--- config.mk ---
export PLATFORM = sky130hd
export DESIGN_NAME = speaker_audio_rx
export DESIGN_NICKNAME = d
export VERILOG_FILES = /design/src/rtl/speaker_audio_rx.sv
export SDC_FILE = /design/constraint.sdc
export NUM_CORES = 1
export LEC_CHECK = 0
export BUFFER_PORTS_ARGS = -buffer_cell sky130_fd_sc_hd__buf_2
export CORE_MARGIN = 4
export CORE_UTILIZATION = 50
export DETAILED_ROUTE_END_ITERATION = 16
export HOLD_SLACK_MARGIN = 0.1
export PLACE_DENSITY = 0.86
export REMOVE_ABC_BUFFERS = 1
export SETUP_SLACK_MARGIN = 0.02
export SLEW_MARGIN = 20
export SYNTH_ARGS = -nofsm -noshare
export SYNTH_HDL_FRONTEND = slang
export SYNTH_SLANG_ARGS = --single-unit
--- constraint.sdc ---
create_clock -name clk_pixel_w -period 3.3 [get_ports clk_pixel_w]
set_clock_uncertainty 0.1 [all_clocks]
set_input_delay 0.66 -clock clk_pixel_w [delete_from_list [all_inputs] [get_ports clk_pixel_w]]
set_output_delay 0.66 -clock clk_pixel_w [all_outputs]
set_load 0.1 [all_outputs]
--- src/rtl/speaker_audio_rx.sv ---
// Mixes the Apple II speaker click with the Mockingboard levels into 16-bit stereo
// samples, paced by a fixed divider from clk_pixel_w that strobes the HDMI audio path.
module speaker_audio_rx #(
    parameter int          PIXEL_CLOCK_HZ    = 27_000_000,
    parameter int          AUDIO_RATE        = 44100,
    parameter int          HOLD_SAMPLES      = 255,
    parameter logic [15:0] SPEAKER_AMPLITUDE = 16'h2000,
    parameter int          ENABLE            = 1
) (
    input  logic        clk_pixel_w,
    input  logic        system_reset_n_w,
    input  logic        speaker_toggle_i,
    input  logic [9:0]  mb_audio_l_i,
    input  logic [9:0]  mb_audio_r_i,
    output logic [15:0] sample_l_o,
    output logic [15:0] sample_r_o,
    output logic        clk_audio_o,
    output logic        dbg_active_o,
    output logic [7:0]  dbg_hold_o
);
    localparam int CNT   = PIXEL_CLOCK_HZ / AUDIO_RATE;
    localparam int CNT_W = (CNT > 1) ? $clog2(CNT) : 1;
    localparam logic [7:0] HOLD_8 = 8'(HOLD_SAMPLES);

    typedef enum logic {IDLE = 1'b0, ACTIVE = 1'b1} state_t;

    logic [CNT_W-1:0] cnt_q, cnt_d;
    logic             tick;
    logic             spk_s1_q, spk_s2_q, spk_s3_q;
    logic             edge_det;
    logic             pend_q, pend_d;
    logic [9:0]       mbl_s1_q, mbl_s2_q, mbr_s1_q, mbr_s2_q;
    state_t           state_q, state_d;
    logic [7:0]       hold_q, hold_d;
    logic             spk_on_q, spk_on_d;
    logic             tick_p1_q, tick_p2_q;
    logic             strobe_q;
    logic [15:0]      sample_l_q, sample_l_d, sample_r_q, sample_r_d;

    function automatic logic [15:0] mix(input logic [9:0] mb, input logic on);
        logic [16:0] sum;
        sum = {1'b0, mb, 4'b0000} + {1'b0, (on ? SPEAKER_AMPLITUDE : 16'h0000)};
        return sum[16] ? 16'hFFFF : sum[15:0];
    endfunction

    assign tick     = (cnt_q == CNT_W'(CNT - 1));
    assign cnt_d    = tick ? '0 : cnt_q + CNT_W'(1);
    assign edge_det = spk_s2_q ^ spk_s3_q;
    // An edge landing on the tick cycle must survive the clear so the next tick reports it.
    assign pend_d   = edge_det | (pend_q & ~tick);

    // FSM state register
    always_ff @(posedge clk_pixel_w or negedge system_reset_n_w) begin
        if (!system_reset_n_w) begin
            state_q <= IDLE;
            hold_q  <= 8'h00;
        end else begin
            state_q <= state_d;
            hold_q  <= hold_d;
        end
    end

    // FSM next state: moves only on ticks
    always_comb begin
        state_d = state_q;
        hold_d  = hold_q;
        if (tick) begin
            case (state_q)
                IDLE: begin
                    if (pend_q) begin
                        hold_d  = HOLD_8;
                        state_d = ACTIVE;
                    end
                end
                ACTIVE: begin
                    if (pend_q) begin
                        hold_d = HOLD_8;
                    end else if (hold_q > 8'd1) begin
                        hold_d = hold_q - 8'd1;
                    end else begin
                        hold_d  = 8'h00;
                        state_d = IDLE;
                    end
                end
                default: begin
                    hold_d  = 8'h00;
                    state_d = IDLE;
                end
            endcase
        end
    end

    // FSM output: speaker term latched at the tick from the post-tick state
    always_comb begin
        spk_on_d = spk_on_q;
        if (tick) begin
            spk_on_d = (ENABLE != 0) && (state_d == ACTIVE) && spk_s2_q;
        end
    end

    always_comb begin
        sample_l_d = sample_l_q;
        sample_r_d = sample_r_q;
        if (tick_p1_q) begin
            sample_l_d = mix(mbl_s2_q, spk_on_q);
            sample_r_d = mix(mbr_s2_q, spk_on_q);
        end
    end

    // Samples update one cycle after the tick; the strobe follows one cycle later.
    always_ff @(posedge clk_pixel_w or negedge system_reset_n_w) begin
        if (!system_reset_n_w) begin
            cnt_q      <= '0;
            spk_s1_q   <= 1'b0;
            spk_s2_q   <= 1'b0;
            spk_s3_q   <= 1'b0;
            pend_q     <= 1'b0;
            mbl_s1_q   <= 10'h000;
            mbl_s2_q   <= 10'h000;
            mbr_s1_q   <= 10'h000;
            mbr_s2_q   <= 10'h000;
            spk_on_q   <= 1'b0;
            tick_p1_q  <= 1'b0;
            tick_p2_q  <= 1'b0;
            strobe_q   <= 1'b0;
            sample_l_q <= 16'h0000;
            sample_r_q <= 16'h0000;
        end else begin
            cnt_q      <= cnt_d;
            spk_s1_q   <= speaker_toggle_i;
            spk_s2_q   <= spk_s1_q;
            spk_s3_q   <= spk_s2_q;
            pend_q     <= pend_d;
            mbl_s1_q   <= mb_audio_l_i;
            mbl_s2_q   <= mbl_s1_q;
            mbr_s1_q   <= mb_audio_r_i;
            mbr_s2_q   <= mbr_s1_q;
            spk_on_q   <= spk_on_d;
            tick_p1_q  <= tick;
            tick_p2_q  <= tick_p1_q;
            strobe_q   <= tick_p2_q;
            sample_l_q <= sample_l_d;
            sample_r_q <= sample_r_d;
        end
    end

    assign sample_l_o   = sample_l_q;
    assign sample_r_o   = sample_r_q;
    assign clk_audio_o  = strobe_q;
    assign dbg_active_o = (state_q == ACTIVE);
    assign dbg_hold_o   = hold_q;

endmodule

==> results.tsv <==
metric	value	unit
clk buf depth	2	
worst r2r dst	dbg_hold_o[3]$_DFFE_PN0P_	
row count	28	
post-cts resize count	0	
setup ws final	978	ps
Crit path required time	3410	ps
post-place setup slack	952	ps
worst r2r path cells	6	
Placed Cells	336	
largest net degree at the start of global routing	90	
initial core utilization	0.521	
sequential power share	0.612	
Slew Limit Fails	0	
R2R Setup Slk	980	ps
final wirelength	4.91	mm
Placed Area	3420	sq um
CP top delay family	simple AND/OR/NAND/NOR gates	
global-route total usage across every layer	0.146	
Final Wtd Congestion	0.830	
mapped cell area	3120	sq um
cells along the critical path	ha_1, nor3b_1, nand4_1, inv_1, nand3b_1, o2bb2ai_1	
DRT Pass-1 Iters	4	
# hold bufs at CTS	0	
# IOs	65	
Slew @ Worst Pin	960	ps
WP buf/inv	1	
combinational power share	0.045	
RSZ-0062 raised after global routing	no	
Post-Synthesis Cells	215	
Die ar.	7570	sq um
pwr dens	512	nW/um^2
critical path capture point type	flip-flop	
Worst Setup SP	cnt_q[0]$_DFF_PN0_	
Max stage delay on crit path	520	ps
Mapped Avg Cell Area	14.5	sq um
CTS Buf Count	9	
Clk pin slew, worst setup/hold paths	80	ps
Worst path slowest cell	nand4_1	
die width	87.0	microns
ANT cells	0	
Avg WL per Cell	14.0	microns
P_int	0.00140	W
#FFs+latches synth	89	
Clock Sinks	89	
Hold Path Origin	mbr_s1_q[6]$_DFF_PN0_	
first-pass GRT wire length	8.30	mm
Initial DRC Count	78	
P_leak	1.84	nW
status	finished, final reports clean	
ratio of cells with drive above 1 in the final layout	0.337	
IO buf count	54	
max-cap violations	0	
CP Depth	6	
critical path class	flip-flop to flip-flop	
Hold Path Class	flip-flop to flip-flop	
register area share after synthesis	0.714	
DR vias	1770	
min Tclk post-route	2320	ps
Yosys warning count	0	
fin crit share	0.704	
initial antenna violation count	0	
reg-to-reg critical path startpoint	cnt_q[0]$_DFF_PN0_	
Worst Path Arrival	2430	ps
Die Ht	87.0	microns
maximum vdd drop	0.000451	V
NetSw	0.000435	W
Vias/cell	5.04	
Final Hold Violating Endpoints	0	
Final setup viols	0	
Clock Latency Late Sink	340	ps
hold endpoint	mbr_s2_q[6]$_DFF_PN0_	
drt drc	0	
Antenna Violating Nets Remaining	0	
CTS tree	built	
number of unique standard cell types used by synthesis	34	
Non-Filler Instances	351	
DP Wirelength	3.44	mm
clock power share	0.343	
Critical Path Source Type	flip-flop	
core area	5990	sq um
grt ovf	0	
Post-CTS Setup Bufs	0	
clk root buf	clkbuf_8	
nets	300	
WHS Path Cells	0	
vias in the first global route	1770	
CP Max Fanout	18	
area grow syn2layout	15.0	%
H-Tree Depth	3	
design area	3590	sq um
Net Sw Frac	0.237	
slew margin rel.	0.360	
Max Clock Freq	0.431	GHz
Sum Neg Setup Slack	0	ps
==> cell usage in the layout (no fill, tap or decap) <==
master / instances
buf_2: 53
o2bb2ai_1: 3
buf_6: 1
clkbuf_8: 9
and2_1: 1
conb_1: 10
o21ai_1: 1
nor4_2: 1
xor2_1: 3
nand3b_1: 3
dfrtp_1: 89
and3_1: 1
o41ai_1: 1
nor2_1: 9
nor4_1: 1
nand4_1: 1
inv_1: 5
nand3_1: 4
nor3_1: 1
a31oi_1: 5
xnor2_1: 5
inv_6: 1
or4_1: 1
nor3b_1: 3
nand2_1: 9
o21ai_0: 11
or4b_1: 1
ha_1: 5
clkbuf_1: 1
or2_2: 2
clkinv_4: 2
mux2_2: 22
or3_1: 1
nor4b_1: 2
a21oi_1: 6
clkinvlp_4: 2
==> final cells by class <==
type,instances,area (sq um)
multi-input cells,113,803
clock inverters,5,41.3
flip-flops and latches,89,2230
repair buffers,54,277
well taps,75,93.8
inverters,5,18.8
clock buffers,10,128
fillers,476,2400
==> flip-flops by register name, summed over array words and instances (netlist names) <==
| signal | count |
|---|---|
| clk_audio_o | 1 |
| spk_s3_q | 1 |
| spk_s1_q | 1 |
| spk_on_q | 1 |
| mbl_s2_q | 10 |
| mbr_s2_q | 10 |
| cnt_q | 10 |
| pend_q | 1 |
| dbg_hold_o | 8 |
| dbg_active_o | 1 |
| sample_r_o | 11 |
| tick_p1_q | 1 |
| tick_p2_q | 1 |
| mbl_s1_q | 10 |
| sample_l_o | 11 |
| mbr_s1_q | 10 |
| spk_s2_q | 1 |
==> worst reg2reg max path, delay by kind of cell (launching register included) <==
| family | cells | cell delay (ps) |
|---|---|---|
| simple gates | 3 | 860 |
| buf+inv | 1 | 480 |
| fa+ha+maj | 1 | 210 |
| flops | 1 | 400 |
| compound gates | 1 | 150 |
==> synth_stat cells <==
cell type	number	area, sq um
clkbuf_2	1	5.00
clkbuf_1	2	7.51
nor3_1	1	5.00
nand3_1	4	20.0
conb_1	1	3.75
xor2_1	3	26.3
a21oi_1	6	30.0
or4b_1	1	10.0
buf_1	3	11.3
nand3b_1	3	22.5
or4_1	1	7.51
nor2_1	9	33.8
o41ai_1	1	8.76
buf_4	10	75.1
nor4b_1	2	17.5
o21ai_1	1	5.00
buf_2	1	5.00
nor4_1	1	6.26
inv_1	5	18.8
o2bb2ai_1	3	26.3
a31oi_1	5	31.3
ha_1	5	62.6
nor4_2	1	12.5
xnor2_1	5	43.8
and3_1	1	6.26
mux2_2	22	248
dfrtp_1	89	2230
or2_2	2	12.5
nor3b_1	3	22.5
o21ai_0	11	55.1
nand4_1	1	6.26
and2_1	1	6.26
nand2_1	9	33.8
or3_1	1	6.26
==> per-stage QoR <==
stage / utilization / hold WS (ps) / power, W
detailed placement: 0.570 / 235 / 0.00123
global placement: 0.570 / 233 / 0.00123
CTS: 0.598 / 254 / 0.00186
finish: 0.599 / 253 / 0.00184
floorplan: - / 231 / 0.00119
global route: 0.599 / 258 / 0.00192
==> power groups by stage <==
stage	Combinational [W]	Clock [W]	Sequential, W
after global routing	0.0000898	0.000701	0.00113
after global placement	0.0000829	0	0.00114
after floorplan	0.0000507	0	0.00114
after detailed placement	0.0000836	0	0.00115
after CTS	0.0000837	0.000657	0.00112
final	0.0000827	0.000630	0.00112
==> cell families after synthesis <==
group           share of synthesized area
compound gates                     0.0501
xor+xnor                           0.0225
fa+ha+maj                          0.0201
buf+inv                            0.0393
flops                               0.714
mux                                0.0794
other cells                       0.00120
simple gates                       0.0734
==> layer usage <==
layer | global-route usage | vias to the layer above | routed length (microns)
met1 | 0.168 | 872 | 1970
met4 | 0.0807 | 0 | 105
met5 | 0 | - | 0
met2 | 0.245 | 60 | 2560
li1 | - | 828 | -
met3 | 0.0397 | 10 | 280
==> worst max-delay path by stage <==
| stage | end | slack (ps) |
|---|---|---|
| 3_3_place_gp | dbg_hold_o[6]$_DFFE_PN0P_ | 1140 |
| 2_1_floorplan | dbg_hold_o[1]$_DFFE_PN0P_ | 910 |
| 5_1_grt | dbg_hold_o[6]$_DFFE_PN0P_ | 660 |
| 3_5_place_dp | dbg_hold_o[3]$_DFFE_PN0P_ | 950 |
| 4_1_cts | dbg_hold_o[3]$_DFFE_PN0P_ | 950 |
| 6_report | dbg_hold_o[3]$_DFFE_PN0P_ | 980 |
Note: power is estimated with default switching activity, not from simulation.
